`config.mk`:
```
export PLATFORM = sky130hd
export DESIGN_NAME = ofmap_writer_param_1
export DESIGN_NICKNAME = d
export VERILOG_FILES = /design/src/rtl/ofmap_writer_param_1.sv
export SDC_FILE = /design/constraint.sdc
export NUM_CORES = 1
export LEC_CHECK = 0
export ABC_AREA = 1
export ABC_CLOCK_PERIOD_IN_PS = 5650
export CAP_MARGIN = 15
export CORE_MARGIN = 10
export CORE_UTILIZATION = 55
export CTS_CLUSTER_DIAMETER = 40
export DETAILED_ROUTE_END_ITERATION = 8
export PLACE_DENSITY = 0.85
export SLEW_MARGIN = 30
export SYNTH_ARGS = -nofsm -noshare
export SYNTH_HDL_FRONTEND = slang
export SYNTH_SLANG_ARGS = --single-unit
```
`constraint.sdc`:
```
create_clock -name clock -period 5.65 [get_ports clock]
set_clock_uncertainty 0.2 [all_clocks]
set_input_delay 0.565 -clock clock [delete_from_list [all_inputs] [get_ports clock]]
set_output_delay 0.565 -clock clock [all_outputs]
set_load 0.05 [all_outputs]
```
`src/rtl/ofmap_writer_param_1.sv`:
```
// Output-feature writer: captures accumulator sums at pixel boundaries, quantizes them
// (shift, optional ReLU, saturate) and streams them into the output feature memory.
module ofmap_writer_param_1 #(
  parameter int DATA_WIDTH        = 16,
  parameter int ACC_WIDTH         = 36,
  parameter int OUT_FEATURE_WIDTH = 32,
  parameter int NUM_ONEMULT       = 1,
  parameter int FRAC_SHIFT        = 8,
  parameter int RELU_EN           = 1,
  parameter int ADDR_WIDTH        = 10,
  parameter int COUNT_BITWIDTH    = 11
) (
  input  logic                        clock,
  input  logic                        reset,
  input  logic                        enable,
  input  logic                        start,
  input  logic                        accum_sload,
  input  logic signed [ACC_WIDTH-1:0] accum_result,
  output logic                        out_feature_wren,
  output logic [ADDR_WIDTH-1:0]       out_feature_addr,
  output logic [DATA_WIDTH-1:0]       out_feature_data,
  output logic                        busy,
  output logic                        sat_flag,
  output logic                        frame_done
);

  localparam int TOTAL = OUT_FEATURE_WIDTH * OUT_FEATURE_WIDTH * NUM_ONEMULT;
  localparam logic signed [ACC_WIDTH-1:0] MAX_V = ACC_WIDTH'((64'sd1 <<< (DATA_WIDTH - 1)) - 64'sd1);
  localparam logic signed [ACC_WIDTH-1:0] MIN_V = ACC_WIDTH'(-(64'sd1 <<< (DATA_WIDTH - 1)));

  typedef enum logic [1:0] {IDLE, RUN, FLUSH, DONE} state_t;

  state_t                        state;
  state_t                        state_next;
  logic [COUNT_BITWIDTH-1:0]     pix_cnt;
  logic [ADDR_WIDTH-1:0]         wr_addr;
  logic                          capture;
  logic                          last_capture;
  logic                          s1_valid;
  logic signed [ACC_WIDTH-1:0]   s1_value;
  logic [DATA_WIDTH-1:0]         q_data;
  logic                          q_sat;

  assign capture      = accum_sload & enable & (state == RUN);
  assign last_capture = capture & (pix_cnt == COUNT_BITWIDTH'(TOTAL - 1));

  always_ff @(posedge clock or posedge reset) begin
    if (reset) state <= IDLE;
    else       state <= state_next;
  end

  // FLUSH waits only for stage 1; the stage-2 write in flight completes on the same edge.
  always_comb begin
    state_next = state;
    case (state)
      IDLE:    if (enable && start) state_next = RUN;
      RUN:     if (last_capture) state_next = FLUSH;
      FLUSH:   if (!s1_valid) state_next = DONE;
      DONE:    state_next = DONE;
      default: state_next = IDLE;
    endcase
  end

  always_ff @(posedge clock or posedge reset) begin
    if (reset) begin
      pix_cnt  <= '0;
      s1_valid <= 1'b0;
      s1_value <= '0;
    end else begin
      s1_valid <= capture;
      if (capture) begin
        pix_cnt  <= pix_cnt + 1'b1;
        s1_value <= accum_result >>> FRAC_SHIFT;
      end
    end
  end

  // Comparisons stay at full accumulator width so oversized sums can never wrap.
  always_comb begin
    q_data = s1_value[DATA_WIDTH-1:0];
    q_sat  = 1'b0;
    if ((RELU_EN != 0) && (s1_value < 0)) begin
      q_data = '0;
    end else if (s1_value > MAX_V) begin
      q_data = MAX_V[DATA_WIDTH-1:0];
      q_sat  = 1'b1;
    end else if (s1_value < MIN_V) begin
      q_data = MIN_V[DATA_WIDTH-1:0];
      q_sat  = 1'b1;
    end
  end

  always_ff @(posedge clock or posedge reset) begin
    if (reset) begin
      out_feature_wren <= 1'b0;
      out_feature_addr <= '0;
      out_feature_data <= '0;
      wr_addr          <= '0;
      sat_flag         <= 1'b0;
    end else begin
      out_feature_wren <= s1_valid;
      if (s1_valid) begin
        out_feature_addr <= wr_addr;
        out_feature_data <= q_data;
        wr_addr          <= wr_addr + 1'b1;
        sat_flag         <= sat_flag | q_sat;
      end
    end
  end

  assign busy       = (state == RUN) || (state == FLUSH);
  assign frame_done = (state == DONE);

endmodule

```
# Word level (Yosys, flattened, before mapping)
# Index checks and enable logic that the tools add are counted.
word_totals:
  reg_bits: 80
  input_bits: 41
  out_inout_bits: 30
  elab_cells: 39
classes:
  addsub: 2
  magnitude_cmp: 3
  eq_ne: 7
  n_mux: 10
  n_bitwise: 4
  n_reduce_logical: 4
ops:
  columns: ["operator", "n"]
  rows:
  - ["16-bit 2-to-1 mux", 3]
  - ["28-bit by 16-bit greater-than comparator with 1-bit output (second input constant)", 1]
  - ["28-bit by 1-bit less-than comparator with 1-bit output (second input constant)", 1]
  - ["28-bit by 16-bit less-than comparator with 1-bit output (second input constant)", 1]
  - ["11-bit by 1-bit adder with 11-bit output (second input constant)", 1]
  - ["11-bit by 10-bit == test with 1-bit output (second input constant)", 1]
  - ["10-bit by 1-bit adder with 10-bit output (second input constant)", 1]
  - ["2-bit one-hot mux with 4 select lines", 1]
  - ["2-bit 2-to-1 mux", 3]
  - ["2-bit != test (second input constant)", 3]
  - ["2-bit == test (second input constant)", 2]
  - ["1-bit bitwise AND", 3]
  - ["1-bit 2-to-1 mux", 3]
  - ["3-bit AND reduction", 1]
  - ["2-bit by 1-bit == test with 1-bit output (second input constant)", 1]
  - ["2-bit logical NOT", 1]
  - ["1-bit logical AND", 1]
  - ["1-bit logical OR", 1]
  - ["1-bit bitwise OR", 1]

# Logic depth before layout (Yosys ltp)
depth:
  ltp_word: 5
  depth_mapped: 9
  ltp_nobuf: 9

# Worst setup path after synthesis
# Ideal clock, no wire load.
synth_timing:
  path_kind: "reg2out"
  start: "register state[0]"
  end: "output busy"
  arrival_ps: 1000
  slack_ps: 3885
  stages_incl_launch_ff: 3
  n_path_buf: 0
  cell_sequence: "dfrtp_1 inv_1 ha_1"
synth_between:
  elab_chain_cells: 2
  elab_cells_between_ends: 3
  classes_between: "eq/ne: 2; reduce/logical: 1"
synth_lines:
  columns: ["item", "line_no", "source"]
  rows:
  - ["start, declared", "33", "state_t state;"]
  - ["start signal, assigned", "49", "else state <= state_next;"]
  - ["2-bit by 1-bit == test with 1-bit output or 2-bit == test (tied branches)", "111", "assign busy = (state == RUN) || (state == FLUSH);"]
  - ["1-bit logical OR (*)", "111", null]
  - ["end, declared", "22", "output logic busy,"]
# Mark *: on every way between the ends. The rest lies on a longest branch, timed or not.

# Final worst setup path
# Same ends and word-level chain as after synthesis.

==> results.json <==
{
  "outcome": "complete, no violations",
  "drc": 0,
  "hpwl_um": 4860,
  "numCtsBuffers": 9,
  "end_kind": "primary output",
  "start_util_pct": 56.9,
  "worstSkewPairLatency_ns": 0.35,
  "synth.top_cell.area_share_pct": 59.1,
  "grtUsageTotal_pct": 14.9,
  "via_per_inst": 5.02,
  "io_buffer_count": 62,
  "synth_seq_area_share_pct": 59.1,
  "synthTopCellsByCount": "nand2_1 (172), dfrtp_1 (80), inv_1 (24), nor2_1 (21), xor2_1 (13)",
  "antenna_found_initial": 0,
  "crit_arrival_ns": 1.94,
  "boundaryPins": 71,
  "worstPathCellList": "inv_1 -> ha_1 -> clkdlybuf4s50_1",
  "hp-class": "flop to flop",
  "cpLargestDelayFamily": "buffers and inverters",
  "cts-root-buf": "clkbuf_8",
  "tns_ns": 0,
  "final_nets": 491,
  "cp_max_fo": 5,
  "period_minus_slack_ns": 2.70,
  "drt-initial-drc-count": 161,
  "path_clk_slew_ns": 0.08,
  "cts_setup_buffers": 0,
  "synth.most_common_cell": "nand2_1",
  "coreArea_um2": 5960,
  "worst_pin_slew_ns": 0.756,
  "setup_viol": 0,
  "ys_warn_count": 0,
  "rsz0062_at_grt": "no",
  "postPlaceCellArea_um2": 4060,
  "grt_max_degree": 81,
  "ys_seq_elements": 80,
  "wl_um": 7000,
  "crit_path_max_incr_delay_ns": 0.79,
  "cp-start-kind": "flop",
  "diodes": 0,
  "die-width_um": 98.5,
  "hold_buffers": 0,
  "num_rows": 28,
  "die-area_um2": 9700,
  "cts_resized": 0,
  "fin_crit_sh_pct": 47.9,
  "grt_first_pass_wirelength_um": 12000,
  "die_y_um": 98.5,
  "grt_pass1_vias": 2578,
  "clk_path_buf_depth": 2,
  "syn_to_final_growth_pct": 25.0,
  "synth_cell_types": 23,
  "path_buf_inv": 2,
  "synth_edf_count": 0,
  "maxSlewViolCount": 0,
  "async_flop_share_pct": 100,
  "synthTopCellsByArea": "dfrtp_1 (59%), nand2_1 (19%), xor2_1 (3.4%)",
  "yosysTopAreaCell": "dfrtp_1",
  "syn_nets": 429,
  "hold_viol": 0,
  "syn-cell-area_um2": 3390,
  "fillers": 462,
  "p_leak_uw": 0.00216,
  "crit_type": "flop to primary output",
  "instances_no_fill": 523,
  "num_vias": 2625,
  "fin_area_um2": 4240,
  "cts.sinks": 80,
  "crit_required_ns": 4.89,
  "powerDensity_nw_per_um2": 476,
  "wl_per_cell_um": 13.4,
  "first_pass_iters": 4,
  "worst_ir_drop_vdd_mv": 0.331,
  "place_congestion": 0.775,
  "grt_remaining_overflow": 0,
  "layout-drive-gt1-share_pct": 6.47,
  "postRouteAntennaNets": 0,
  "slew_headroom_pct": 49.5,
  "postSynthCellCount": 381,
  "ys.flop_type": "dfrtp_1",
  "cts_htree_levels": 3,
  "fmax_ghz": 0.370,
  "dp_cells": 507,
  "cts_tree": "done",
  "cpMaxStageDelayCell": "clkdlybuf4s50_1",
  "syn_area_per_cell_um2": 8.90,
  "drv_cap": 0
}
path summary, 6_finish.rpt:
kind	from	end	slack, ns	cells past startpoint
setup / recovery	state[0]	busy	2.95	3
hold / removal	sat_flag	sat_flag	0.27	2
setup reg to reg	state[1]	pix_cnt[10]	3.22	9
hold reg to reg	sat_flag	sat_flag	0.27	2
max in group asynchronous	reset	state[0]	4.25	3
min in group asynchronous	reset	out_feature_addr[3]	0.49	3
cell type report:
type	instances	area, µm²	area share [%]
Clock buffer	11	141	3.34
Clock inverter	5	31.3	0.738
Inverter	26	98.8	2.33
Multi-Input combinational cell	263	1240	29.2
Sequential cell	80	2000	47.2
Tap cell	75	93.8	2.21
Timing Repair Buffer	63	632	14.9
logic make-up after synthesis:
logic type | Yosys count | synth area share (%)
adder cells (fa/ha/maj) | 7 | 2.58
AO/OA/AOI/OAI | 21 | 3.21
XOR/XNOR | 15 | 3.88
AND/OR/NAND/NOR | 220 | 26.7
flip-flops | 80 | 59.1
buffers and inverters | 38 | 4.54
state kept, by name, summed over array words and instances, names as in the netlist:
register and cells:
s1_value 28, out_feature_data 16, pix_cnt 11, out_feature_addr 10
wr_addr 10, state 2, out_feature_wren 1, s1_valid 1
sat_flag 1
cell usage in the layout, fill, tap and decap left out, drive strengths merged:
cell           synthesis  final
xnor2                  2      2
nand2                175    175
nand4                  5      5
a22o                   1      1
clkinvlp               0      1
clkbuf                 5     11
clkdlybuf4s50          0     62
buf                    7      1
o21ai                 20     20
clkinv                 0      4
dfrtp                 80     80
nor2                  25     25
ha                     7      7
inv                   26     26
nand3                 12     12
nor3                   3      3
xor2                  13     13
metal layers:
layer	up-vias	global-route usage, %	part of all wire (%)	wire, µm
met1	1250	17.1	42	2930
met3	8	4.68	5.8	404
met2	75	25.0	50	3520
met5	-	0	0	0
li1	1292	-	-	-
met4	0	6.84	2.1	145
power by group:
group	internal (µW)	leakage (µW)	switching, µW
combinational	264	0.00104	489
clock	171	0.0000895	201
sequential	766	0.00103	127
total	1200	0.00216	817
per-stage QoR:
| stage | hold WS, ns | total power, µW | worst slack [ns] | util [%] |
|---|---|---|---|---|
| final | 0.274 | 2020 | 2.95 | 71.2 |
| after global placement | 0.251 | 1630 | 2.55 | 68.1 |
| after detailed placement | 0.254 | 1660 | 2.90 | 68.2 |
| after floorplan | 0.194 | 1400 | 2.83 | - |
| after CTS | 0.275 | 2040 | 2.91 | 71.1 |
| after global routing | 0.301 | 2150 | 2.87 | 71.2 |
worst register-to-register path: stages (launching register included):
cell and delay [ns]:
dfrtp_1 0.42, inv_1 0.12, ha_1 0.23, nand2_1 0.11, nor2_4 0.59, nand2_2 0.20
nor2_4 0.16, nand2_1 0.10, o21ai_1 0.13, nand2_1 0.06
(Power assumes the default switching activity.)
